[config.mk]
export PLATFORM = sky130hd
export DESIGN_NAME = light_zone_arbiter
export DESIGN_NICKNAME = d
export VERILOG_FILES = /design/src/rtl/light_pkg.sv /design/src/rtl/zone_hold_timer.sv /design/src/rtl/light_zone_arbiter.sv
export SDC_FILE = /design/constraint.sdc
export NUM_CORES = 1
export LEC_CHECK = 0
export CAP_MARGIN = 20
export CELL_PAD_IN_SITES_DETAIL_PLACEMENT = 1
export CELL_PAD_IN_SITES_GLOBAL_PLACEMENT = 1
export CORE_UTILIZATION = 36
export CTS_CLUSTER_SIZE = 8
export DETAILED_ROUTE_END_ITERATION = 8
export HOLD_SLACK_MARGIN = 0.08
export PLACE_DENSITY_LB_ADDON = 0.05
export SLEW_MARGIN = 20
export SYNTH_ARGS = -nofsm -noshare
export SYNTH_HDL_FRONTEND = slang
export SYNTH_SLANG_ARGS = --single-unit
export TNS_END_PERCENT = 10
[constraint.sdc]
create_clock -name clk -period 3.8 [get_ports clk]
set_input_delay 0.95 -clock clk [delete_from_list [all_inputs] [get_ports clk]]
set_output_delay 0.95 -clock clk [all_outputs]
set_load 0.02 [all_outputs]
[src/rtl/light_pkg.sv]
// Shared types and defaults for the lighting-zone power arbiter.
package light_pkg;

    localparam int NZ_DEF     = 4;
    localparam int MAX_ON_DEF = 2;
    localparam int MIN_ON_DEF = 16;

    typedef enum logic [1:0] {
        ZS_OFF  = 2'd0,
        ZS_HOLD = 2'd1,
        ZS_ON   = 2'd2
    } zone_state_e;

    function automatic logic [3:0] popcount(input logic [7:0] v);
        logic [3:0] c;
        c = '0;
        for (int i = 0; i < 8; i++) c = c + 4'(v[i]);
        return c;
    endfunction

endpackage

[src/rtl/zone_hold_timer.sv]
// One lighting zone: OFF/HOLD/ON sequencing with a minimum on-time down-counter.
//   state | meaning
//   OFF   | lamp dark, zone may be granted or forced on
//   HOLD  | lamp lit, minimum on-time running, request ignored
//   ON    | lamp lit, stays lit while req_any holds
module zone_hold_timer
    import light_pkg::*;
#(
    parameter int MIN_ON = MIN_ON_DEF,
    parameter int CW     = 5
) (
    input  logic        clk,
    input  logic        reset,
    input  logic        load,
    input  logic        req_any,
    output zone_state_e state,
    output logic        lit,
    output logic        lit_next
);

    logic [CW-1:0] timer;

    // lit_next lets the top register its lit-zone count alongside lit
    always_comb begin
        lit_next = 1'b0;
        case (state)
            ZS_OFF:  lit_next = load;
            ZS_HOLD: lit_next = (timer != '0) || req_any;
            ZS_ON:   lit_next = req_any;
            default: lit_next = 1'b0;
        endcase
    end

    always_ff @(posedge clk or negedge reset) begin
        if (!reset) begin
            state <= ZS_OFF;
            timer <= '0;
            lit   <= 1'b0;
        end else begin
            lit <= lit_next;
            case (state)
                ZS_OFF: begin
                    if (load) begin
                        state <= ZS_HOLD;
                        timer <= CW'(MIN_ON - 1);
                    end
                end
                ZS_HOLD: begin
                    if (timer == '0) state <= req_any ? ZS_ON : ZS_OFF;
                    else             timer <= timer - 1'b1;
                end
                ZS_ON: begin
                    if (!req_any) state <= ZS_OFF;
                end
                default: state <= ZS_OFF;
            endcase
        end
    end

endmodule

[src/rtl/light_zone_arbiter.sv]
// Shares a lamp power budget among NZ zones: round-robin admission of one zone
// per cycle, at most MAX_ON arbitrated zones lit, manual force bypasses budget.
module light_zone_arbiter
    import light_pkg::*;
#(
    parameter int NZ     = NZ_DEF,
    parameter int MAX_ON = MAX_ON_DEF,
    parameter int MIN_ON = MIN_ON_DEF,
    parameter int CW     = 5
) (
    input  logic          clk,
    input  logic          reset,
    input  logic [NZ-1:0] req,
    input  logic [NZ-1:0] force_on,
    output logic [NZ-1:0] light_en,
    output logic [NZ-1:0] waiting,
    output logic [3:0]    active_cnt
);

    localparam int PW = (NZ > 2) ? $clog2(NZ) : 1;

    logic [PW-1:0] ptr, ptr_nxt;
    logic [NZ-1:0] grant, is_off, lit_next;
    zone_state_e   zs [NZ];
    logic          found;
    int            j;

    // Budget is judged on the registered count, so a slot freed this edge
    // becomes grantable one cycle later.
    always_comb begin
        grant   = '0;
        ptr_nxt = ptr;
        found   = 1'b0;
        j       = 0;
        if (active_cnt < 4'(MAX_ON)) begin
            for (int k = 0; k < NZ; k++) begin
                j = int'(ptr) + k;
                if (j >= NZ) j = j - NZ;
                if (!found && req[j] && !force_on[j] && is_off[j]) begin
                    grant[j] = 1'b1;
                    found    = 1'b1;
                    ptr_nxt  = (j == NZ - 1) ? '0 : PW'(j + 1);
                end
            end
        end
    end

    for (genvar i = 0; i < NZ; i++) begin : g_zone
        assign is_off[i] = (zs[i] == ZS_OFF);

        zone_hold_timer #(.MIN_ON(MIN_ON), .CW(CW)) u_zone (
            .clk      (clk),
            .reset    (reset),
            .load     (grant[i] | (force_on[i] & is_off[i])),
            .req_any  (req[i] | force_on[i]),
            .state    (zs[i]),
            .lit      (light_en[i]),
            .lit_next (lit_next[i])
        );
    end

    always_ff @(posedge clk or negedge reset) begin
        if (!reset) begin
            ptr        <= '0;
            active_cnt <= '0;
        end else begin
            ptr        <= ptr_nxt;
            active_cnt <= popcount(8'(lit_next));
        end
    end

    assign waiting = req & ~light_en;

endmodule

==> flow_metrics.tcl <==
set metrics [dict create \
    run_status "completed" \
    post_drt_wl_per_cell_um 16.60 \
    clock_tree_from_tritoncts "yes" \
    grt_max_degree 38 \
    timing.slew.headroom_pct 41.60 \
    power.density_nw_per_um2 814.6 \
    maximum_fanout_encountered_on_the_critical_timing_path 4 \
    grt_first_pass_wirelength_um 11810 \
    post_synth_num_cell_types 61 \
    synth-seq-cells 37 \
    synth_top_flop_cell "sky130_fd_sc_hd__dfrtp_1" \
    ys_warn_count 0 \
    synth_async_sr_flop_share_pct 100.0 \
    hold_fails_final_rpt 0 \
    vdd_ir_drop_max_uv 497.3 \
    dpl.cell_count 426 \
    dp_hpwl_um 5095 \
    setup.worst_path.end_class "flop" \
    worst_slew_pin_slew_ns 0.8760 \
    postCtsHoldBufs 0 \
    sequential_share_of_the_synthesized_area_pct 35.47 \
    die-height_um 87.15 \
    crit_required_ns 3.99 \
    finalCoreUtilization_pct 50.31 \
    cts_num_sinks 37 \
    list_of_most_frequent_post_synthesis_cells "37 x sky130_fd_sc_hd__dfrtp_1, 28 x sky130_fd_sc_hd__nor2_1, 25 x sky130_fd_sc_hd__nand2_1, 20 x sky130_fd_sc_hd__inv_1, 15 x sky130_fd_sc_hd__ha_1" \
    synth.most_common_cell "sky130_fd_sc_hd__dfrtp_1" \
    design.die.area_um2 7594 \
    io_pins 22 \
    r2r_slack_ns 0.35 \
    core_area_um2 6907 \
    synth_top_family_by_area "simple AND/OR/NAND/NOR gates" \
    area_growth_pct 33.13 \
    report.final.slew_viol_count 0 \
    finClkSkew_ns 0.004979 \
    final_area_um2 3475 \
    timing.final.crit_period_ns 3.712 \
    port-buffer-count 20 \
    synth-edff-count 0 \
    first_pass_iters 4 \
    yosys.area.top_type "sky130_fd_sc_hd__dfrtp_1" \
    numCtsBuffers 5 \
    count_of_unresolved_drc_violations_after_routing 0 \
    global_route.overflow_total 0 \
    worst_hold_path_type "flop to flop" \
    setup_viol 0 \
    worst_setup_path_start_kind "input port" \
    clock_path_buffers 2 \
    drt-initial-drc-count 71 \
    route.detailed.vias_per_inst 5.271 \
    crit_arrival_ns 3.91 \
    cts_root_buf "sky130_fd_sc_hd__clkbuf_8" \
    grt_antenna_before_repair 0 \
    synth.area.mux_share_pct 6.807 \
    mean_instance_size_in_the_synthesized_netlist_um2 9.389 \
    placement_rows 30 \
    synthesis.instances 278 \
    mappedNetlistNets 304 \
    nNetsFinal 371 \
    horiz_die_dim_um 87.15 \
    instances_no_fill 442 \
    synth_top_area_share_pct 35.47 \
    synth-compound-area-share_pct 21.14 \
    grt_util_all_layers_pct 20.12 \
    max_clock_freq_mhz 269.4 \
    gpl.final_weighted_congestion 0.8796 \
    initial_core_util_pct 37.79 \
    antenna_cells 0 \
    yosys.area_share.adder_pct 7.958 \
    final_antenna_net_count 0 \
    clk-insertion-delay-late_ns 0.29 \
    synth_area_leaders "sky130_fd_sc_hd__dfrtp_1 35%, sky130_fd_sc_hd__ha_1 7.2%, sky130_fd_sc_hd__mux4_2 5.2%, sky130_fd_sc_hd__nor2_1 4.0%, sky130_fd_sc_hd__nand2_1 3.6%" \
    h_tree_depth 2 \
    post_synth_xor_area_fraction_pct 1.342 \
    timing.final.crit_share_pct 97.67 \
    detailed_place.area_um2 3199 \
    grt_pass1_vias 2374 \
    routed-via-count 2330 \
    maxCapViolations 0 \
    worst_setup_hold_path_clk_slew_ns 0.08 \
    synth.cell_area_um2 2610 \
    pleak_nw 1.481 \
    critical_path_class "input port to flop" \
    wl_um 7339 \
    layout_cells_sized_above_1_pct 28.32 \
    synthSimpleGateAreaFrac_pct 21.38 \
]
==> sequential cells by signal (all words and copies together), names as in the netlist <==
signal	cells
g_zone.u_zone.timer	20
active_cnt	3
g_zone.u_zone.lit	4
ptr	2
g_zone.u_zone.state	8
==> per-layer routing <==
metal | global-route usage [%] | vias to the layer above | share of wire (%)
met5 | 0 | - | 0
met4 | 5.365 | 0 | 1.5
met3 | 2.844 | 8 | 2.0
met2 | 33.14 | 27 | 48
met1 | 27.74 | 1150 | 49
li1 | - | 1145 | -
==> path summary, 6_finish.rpt <==
kind / from / to / cells past startpoint
worst min-delay path: g_zone[3].u_zone.timer[4] / g_zone[3].u_zone.timer[4] / 1
worst max register to register: g_zone[2].u_zone.state[1] / active_cnt[1] / 9
min in group asynchronous: reset / g_zone[3].u_zone.timer[2] / 1
worst min register to register: g_zone[3].u_zone.timer[4] / g_zone[3].u_zone.timer[4] / 1
max in group asynchronous: reset / g_zone[1].u_zone.timer[1] / 1
worst max-delay path: req[0] / active_cnt[1] / 10
==> layout by cell type, fill, tap and decap left out, types with 9 or more instances in the layout <==
cell type                         synthesis  final
sky130_fd_sc_hd__clkdlybuf4s50_1          0     11
sky130_fd_sc_hd__a21oi_1                 13     13
sky130_fd_sc_hd__inv_1                   20     20
sky130_fd_sc_hd__dfrtp_1                 37     37
sky130_fd_sc_hd__ha_1                    15     13
sky130_fd_sc_hd__nor2b_1                 12     12
sky130_fd_sc_hd__nand2_1                 25     22
sky130_fd_sc_hd__o21ai_0                 10     10
sky130_fd_sc_hd__nor2_1                  28     27
sky130_fd_sc_hd__nor3_1                  10      9
sky130_fd_sc_hd__buf_4                    5     51
==> power by group <==
| group | switching (mW) | total [mW] | internal (mW) |
|---|---|---|---|
| sequential | 0.141 | 0.701 | 0.559 |
| clock | 0.158 | 0.372 | 0.214 |
| combinational | 0.955 | 1.76 | 0.803 |
| total | 1.25 | 2.83 | 1.58 |
==> kinds of logic after synthesis <==
logic type | Yosys count
other | 1
adder cells (fa/ha/maj) | 16
AO/OA/AOI/OAI | 71
XOR/XNOR | 4
buffers and inverters | 32
flip-flops | 37
AND/OR/NAND/NOR | 107
multiplexers | 10
==> per-stage QoR <==
step | hold slack (ns) | setup WS, ns | TNS [ns] | power [mW]
after floorplan | 0.4603 | -0.02711 | -0.02711 | 1.709
after global placement | 0.4744 | -0.6253 | -1.618 | 2.248
after detailed placement | 0.4827 | -0.6257 | -1.582 | 2.275
after CTS | 0.5025 | 0.02299 | 0 | 2.775
after global routing | 0.5366 | -0.02345 | -0.02345 | 3.053
final | 0.5018 | 0.08847 | 0 | 2.830
==> critical path: stages <==
cell,delay (ns)
sky130_fd_sc_hd__dlygate4sd2_1,0.20
sky130_fd_sc_hd__or4b_4,0.48
sky130_fd_sc_hd__mux4_2,0.58
sky130_fd_sc_hd__nand2_4,0.14
sky130_fd_sc_hd__nor4_4,0.05
sky130_fd_sc_hd__a2111oi_4,0.35
sky130_fd_sc_hd__o22ai_2,0.20
sky130_fd_sc_hd__fa_1,0.57
sky130_fd_sc_hd__ha_2,0.19
sky130_fd_sc_hd__ha_4,0.19
==> area by class of cell <==
| class | count | area, µm² |
|---|---|---|
| Inverter | 20 | 75.07 |
| Fill cell | 816 | 3432 |
| Sequential cell | 37 | 925.9 |
| Timing Repair Buffer | 72 | 569.3 |
| Tap cell | 96 | 120.1 |
| Multi-Input combinational cell | 209 | 1664 |
| Clock inverter | 2 | 37.54 |
| Clock buffer | 6 | 82.58 |
==> what timing repair did <==
| action | 4_1_cts | 5_1_grt |
|---|---|---|
| setup endpoints to repair | 3 | 1 |
| gates resized for setup | 18 | 16 |
| buffers inserted | 4 | 5 |
| pin swaps | 11 | 12 |
Power figures use the tool's default switching activity.
